## src/rtl/tictactoe_game.sv

```systemverilog
// Two-player tic-tac-toe game controller: a cursor and select button place marks,
// a one-cycle CHECK state detects a win or a draw, and OVER waits for a restart.
// Optional feature macro: TURN_TIMEOUT_EN. When it is defined, a player who stays
// idle for TIMEOUT_CYCLES cycles has their mark placed automatically.
module tictactoe_game #(
   parameter logic [31:0] TIMEOUT_CYCLES = 32'd250_000_000
) (
   input  logic        clk,
   input  logic        rst,
   input  logic        btn_move,
   input  logic        btn_select,
   output logic [17:0] board,
   output logic [3:0]  cursor,
   output logic        turn,
   output logic [1:0]  winner,
   output logic        game_over,
   output logic        draw
);

   localparam logic [1:0] PLAY  = 2'd0;
   localparam logic [1:0] CHECK = 2'd1;
   localparam logic [1:0] OVER  = 2'd2;
   localparam int unsigned CELLS = 9;

   logic [1:0]  state, state_nx;
   logic        move_q, select_q;
   logic        move_ev_c, select_ev_c;
   logic [17:0] board_nx;
   logic [3:0]  cursor_nx;
   logic        turn_nx, draw_nx;
   logic [1:0]  winner_nx;
   logic [1:0]  code_c;
   logic        place_c, full_c, line_c, timeout_c;
   logic [3:0]  place_idx_c, empty_idx_c;

   // Return 1 when any row, column or diagonal holds three cells equal to code.
   function automatic logic has_line(input logic [17:0] b, input logic [1:0] code);
      logic [8:0] m;
      for (int i = 0; i < 9; i++) m[i] = (b[2*i +: 2] == code);
      return (m[0] & m[1] & m[2]) | (m[3] & m[4] & m[5]) | (m[6] & m[7] & m[8]) |
             (m[0] & m[3] & m[6]) | (m[1] & m[4] & m[7]) | (m[2] & m[5] & m[8]) |
             (m[0] & m[4] & m[8]) | (m[2] & m[4] & m[6]);
   endfunction

   assign move_ev_c   = btn_move & ~move_q;
   assign select_ev_c = btn_select & ~select_q;
   assign code_c      = turn ? 2'b10 : 2'b01;
   assign line_c      = has_line(board, code_c);

   // Board is full when every cell holds a non-empty code.
   always_comb begin
      full_c = 1'b1;
      for (int i = 0; i < int'(CELLS); i++) full_c &= |board[2*i +: 2];
   end

`ifdef TURN_TIMEOUT_EN
   logic [31:0] idle_cnt;

   // Lowest-index empty cell, the target of an automatic move.
   always_comb begin
      empty_idx_c = 4'd0;
      for (int i = int'(CELLS) - 1; i >= 0; i--)
         if (board[2*i +: 2] == 2'b00) empty_idx_c = 4'(i);
   end

   assign timeout_c = (state == PLAY) && !move_ev_c && !select_ev_c &&
                      (idle_cnt == TIMEOUT_CYCLES - 32'd1);

   // Idle cycle counter, active only while waiting in PLAY.
   always_ff @(posedge clk) begin
      if (rst) idle_cnt <= 32'd0;
      else if (state != PLAY || move_ev_c || select_ev_c || timeout_c) idle_cnt <= 32'd0;
      else idle_cnt <= idle_cnt + 32'd1;
   end
`else
   logic unused_timeout;
   assign unused_timeout = ^TIMEOUT_CYCLES;
   assign timeout_c      = 1'b0;
   assign empty_idx_c    = 4'd0;
`endif

   // State register and edge-detect copies of the buttons.
   always_ff @(posedge clk) begin
      if (rst) begin
         state    <= PLAY;
         move_q   <= 1'b0;
         select_q <= 1'b0;
      end else begin
         state    <= state_nx;
         move_q   <= btn_move;
         select_q <= btn_select;
      end
   end

   // Next-state and next-output logic.
   always_comb begin
      state_nx    = state;
      board_nx    = board;
      cursor_nx   = cursor;
      turn_nx     = turn;
      winner_nx   = winner;
      draw_nx     = draw;
      place_c     = 1'b0;
      place_idx_c = cursor;
      case (state)
         PLAY: begin
            if (select_ev_c) begin
               if (board[{cursor, 1'b0} +: 2] == 2'b00) place_c = 1'b1;
            end else if (move_ev_c) begin
               cursor_nx = (cursor == 4'd8) ? 4'd0 : cursor + 4'd1;
            end else if (timeout_c) begin
               place_c     = 1'b1;
               place_idx_c = empty_idx_c;
               cursor_nx   = empty_idx_c;
            end
            if (place_c) begin
               board_nx[{place_idx_c, 1'b0} +: 2] = code_c;
               state_nx = CHECK;
            end
         end
         CHECK: begin
            if (line_c) begin
               winner_nx = code_c;
               state_nx  = OVER;
            end else if (full_c) begin
               draw_nx  = 1'b1;
               state_nx = OVER;
            end else begin
               turn_nx  = ~turn;
               state_nx = PLAY;
            end
         end
         OVER: begin
            if (select_ev_c) begin
               board_nx  = 18'd0;
               cursor_nx = 4'd0;
               turn_nx   = 1'b0;
               winner_nx = 2'b00;
               draw_nx   = 1'b0;
               state_nx  = PLAY;
            end
         end
         default: state_nx = PLAY;
      endcase
   end

   // Registered outputs.
   always_ff @(posedge clk) begin
      if (rst) begin
         board     <= 18'd0;
         cursor    <= 4'd0;
         turn      <= 1'b0;
         winner    <= 2'b00;
         game_over <= 1'b0;
         draw      <= 1'b0;
      end else begin
         board     <= board_nx;
         cursor    <= cursor_nx;
         turn      <= turn_nx;
         winner    <= winner_nx;
         game_over <= (state_nx == OVER);
         draw      <= draw_nx;
      end
   end

endmodule

```

## config.mk

```make
export PLATFORM = sky130hd
export DESIGN_NAME = tictactoe_game
export DESIGN_NICKNAME = d
export VERILOG_FILES = /design/src/rtl/tictactoe_game.sv
export SDC_FILE = /design/constraint.sdc
export NUM_CORES = 1
export LEC_CHECK = 0
export CAP_MARGIN = 10
export CORE_ASPECT_RATIO = 0.5
export CORE_MARGIN = 4
export CORE_UTILIZATION = 60
export CTS_BUF_LIST = sky130_fd_sc_hd__clkbuf_4 sky130_fd_sc_hd__clkbuf_8
export DETAILED_ROUTE_END_ITERATION = 6
export PLACE_DENSITY = 0.93
export SLEW_MARGIN = 5
export SYNTH_ARGS = -nofsm -noshare
export SYNTH_HDL_FRONTEND = slang
export SYNTH_SLANG_ARGS = --single-unit
export TNS_END_PERCENT = 50
```

## constraint.sdc

```tcl
create_clock -name clk -period 4.82 [get_ports clk]
set_input_delay 0.482 -clock clk [delete_from_list [all_inputs] [get_ports clk]]
set_output_delay 0.482 -clock clk [all_outputs]
set_load 0.05 [all_outputs]
```

==> impl_metrics.py <==
metrics = {
    "timing": {
        "period_share": 0.590,
        "period_needed_ps": 2840,
        "slew_violations": 0,
        "finalSetupViolCount": 0,
        "finalHoldViolations": 0,
        "relSlewSlack": 0.466,
        "fmax_ghz": 0.352,
        "finalSetupTns_ps": 0,
        "tightest_slew_ps": 800,
        "layout_setup_ws_ps": 1980,
        "rsz0062_at_grt": "false",
        "finalClockSkew_ps": 6.96,
    },
    "routing": {
        "vias": 2014,
        "drt_iter0_markers": 208,
        "route.detailed.drc": 0,
        "drt_first_pass_iters": 5,
        "routed_wl_mm": 5.59,
        "viasPerCell": 6.43,
        "wl_per_cell_um": 17.9,
        "antenna_left": 0,
    },
    "die": {
        "floorplan.initialDensity": 0.637,
        "die_width_um": 88.7,
        "dieHeight_um": 48.3,
        "ios": 31,
        "die_area_mm2": 0.00429,
        "core_area_mm2": 0.00307,
        "row_count": 14,
    },
    "logic_synthesis": {
        "synth_top_area_frac": 0.318,
        "synthFlopType": "dfxtp_1",
        "yosysSeqAreaShare": 0.318,
        "synth_cells": 246,
        "synthesis.area_mm2": 0.00195,
        "yosys-top-cells-count": "dfxtp_1, nor2_1, nand2_1",
        "synth_fp_nets": 255,
        "yosys.cell_count.top_type": "dfxtp_1",
        "synth_area_leader_cell": "dfxtp_1",
        "syn_avg_cell_area_um2": 7.94,
        "ys_warn_count": 0,
        "async_flop_share": 0,
        "ys_seq_elements": 31,
        "ys_top_cells_by_area": "dfxtp_1, nor2_1, nand2_1, ha_1, a22o_1",
        "synthDistinctLibCells": 51,
        "synth_edf_count": 0,
    },
    "cells_and_area": {
        "finalNonFillerCells": 313,
        "fillers": 232,
        "drive_gt1_frac": 0.0513,
        "fin_nets": 282,
        "final_util": 0.762,
        "syn2layout_area_growth_pct": 19.6,
        "antenna_cells": 0,
    },
    "global_route": {
        "grt_util_met2": 0.381,
        "use_met3": 0.0678,
        "busiest_layer": "met1",
        "grt_overflow_total": 0,
        "grt_pass1_wl_mm": 8.98,
        "grt_max_degree": 24,
        "grt.total_usage": 0.267,
        "antenna_found_initial": 0,
        "gr-usage-met1": 0.394,
        "grt_pass1_vias": 1838,
    },
    "clock_network": {
        "clockBufferDepth": 2,
        "clockRootBuffer": "clkbuf_8",
        "htree_levels": 2,
        "postCtsSetupBuffers": 0,
        "cts_tree": "done",
        "clock-sinks": 31,
        "cts_made_buffers": 5,
        "cts_hold_buf": 0,
        "path_clk_slew_ps": 70,
        "clkLatencyLatePin_ps": 280,
        "ctsResizeCount": 0,
    },
    "placed_design": {
        "gp_congestion": 0.996,
        "portBuffers": 30,
        "dp_hpwl_mm": 4.15,
        "dp_slack_ps": 2060,
        "dp.cells": 306,
    },
    "min_path": {
        "min_path_type": "flop to flop",
        "min_path_cells": 2,
    },
    "outcome": {
        "status": "finished clean",
    },
    "run": {
        "drv_cap": 0,
    },
    "power_and_ir_drop": {
        "ir_worst_vdd_v": 0.000228,
        "power.total_mw": 0.581,
        "p_leak_nw": 0.814,
        "p_per_area_mw_per_mm2": 249,
    },
    "worst_setup_path": {
        "arrival_ps": 3020,
        "reg2reg_from": "cursor[0]$_SDFFE_PP0P_",
        "start_kind": "flop",
        "reg2reg_to": "board[17]$_SDFFE_PP0P_",
        "critical_path_required_ps": 4990,
        "startpoint": "cursor[0]$_SDFFE_PP0P_",
        "ff2ff_path_depth": 6,
        "end_kind": "flop",
        "rrSetupSlack_ps": 1980,
        "cp_max_fo": 21,
        "worstSetupEndpoint": "board[17]$_SDFFE_PP0P_",
        "critical_path_class": "flop to flop",
    },
}
==> sequential cells by signal (all words and copies together) (netlist names) <==
| name | cells |
|---|---|
| draw | 1 |
| game_over | 1 |
| turn | 1 |
| state | 2 |
| select_q | 1 |
| move_q | 1 |
| winner | 2 |
| board | 18 |
| cursor | 4 |
==> final cells by class <==
type,count,area [µm²],area share
inverters,9,33.8,0.0145
repair buffers,30,300,0.129
clock buffers,6,82.6,0.0354
well taps,40,50.0,0.0214
multi-input cells,196,1240,0.532
flip-flops and latches,31,621,0.266
clock inverters,1,5.00,0.00214
==> report_power, final <==
group          leakage (nW)  total (mW)  internal (mW)  switching (mW)
clock network        0.0470       0.205          0.112          0.0933
logic                 0.516      0.0984         0.0359          0.0625
registers             0.251       0.277          0.261          0.0160
total                 0.814       0.581          0.409           0.172
==> per-layer routing <==
| metal | share of wire | vias to the layer above |
|---|---|---|
| li1 | - | 955 |
| met1 | 0.47 | 942 |
| met2 | 0.43 | 107 |
| met3 | 0.085 | 10 |
| met4 | 0.013 | 0 |
| met5 | 0 | - |
==> how the worst min path moves through the flow <==
stage                                      end           startpoint  slack (ps)
after floorplan           game_over$_SDFF_PP0_  state[0]$_SDFF_PP0_         590
after global placement       draw$_SDFFE_PP0P_    draw$_SDFFE_PP0P_         440
after detailed placement     draw$_SDFFE_PP0P_    draw$_SDFFE_PP0P_         450
after CTS                    draw$_SDFFE_PP0P_    draw$_SDFFE_PP0P_         450
after global routing         draw$_SDFFE_PP0P_    draw$_SDFFE_PP0P_         490
final                        draw$_SDFFE_PP0P_    draw$_SDFFE_PP0P_         450
==> cells by family after synthesis <==
family / count (synthesis) / synth area share
simple gates: 117 / 0.325
compound gates: 62 / 0.215
flops: 31 / 0.318
buf+inv: 19 / 0.0455
xor+xnor: 7 / 0.0314
mux: 5 / 0.0340
fa+ha+maj: 5 / 0.0320
==> critical path: stages (launching register included) <==
cell	delay, ps
dfxtp_1	800
nor3b_1	250
a21oi_1	60
mux4_2	530
a21boi_2	510
nand3_1	220
mux2_1	360
==> through the flow <==
step | hold slack (ps) | area, µm²
after global placement | 436 | 2250
final | 450 | 2340
after CTS | 453 | 2340
after detailed placement | 445 | 2250
after floorplan | 589 | 1950
after global routing | 492 | 2340
==> layout by cell type, fill, tap and decap left out, drive strengths merged, types with 7 or more instances in the layout <==
cell type       n
nand2b          9
clkdlybuf4s50  30
dfxtp          31
nor2           26
a21oi          10
inv             9
nor3           10
o22ai           9
a22o            7
nand2          24
o21ai          14
(Power assumes the default switching activity.)
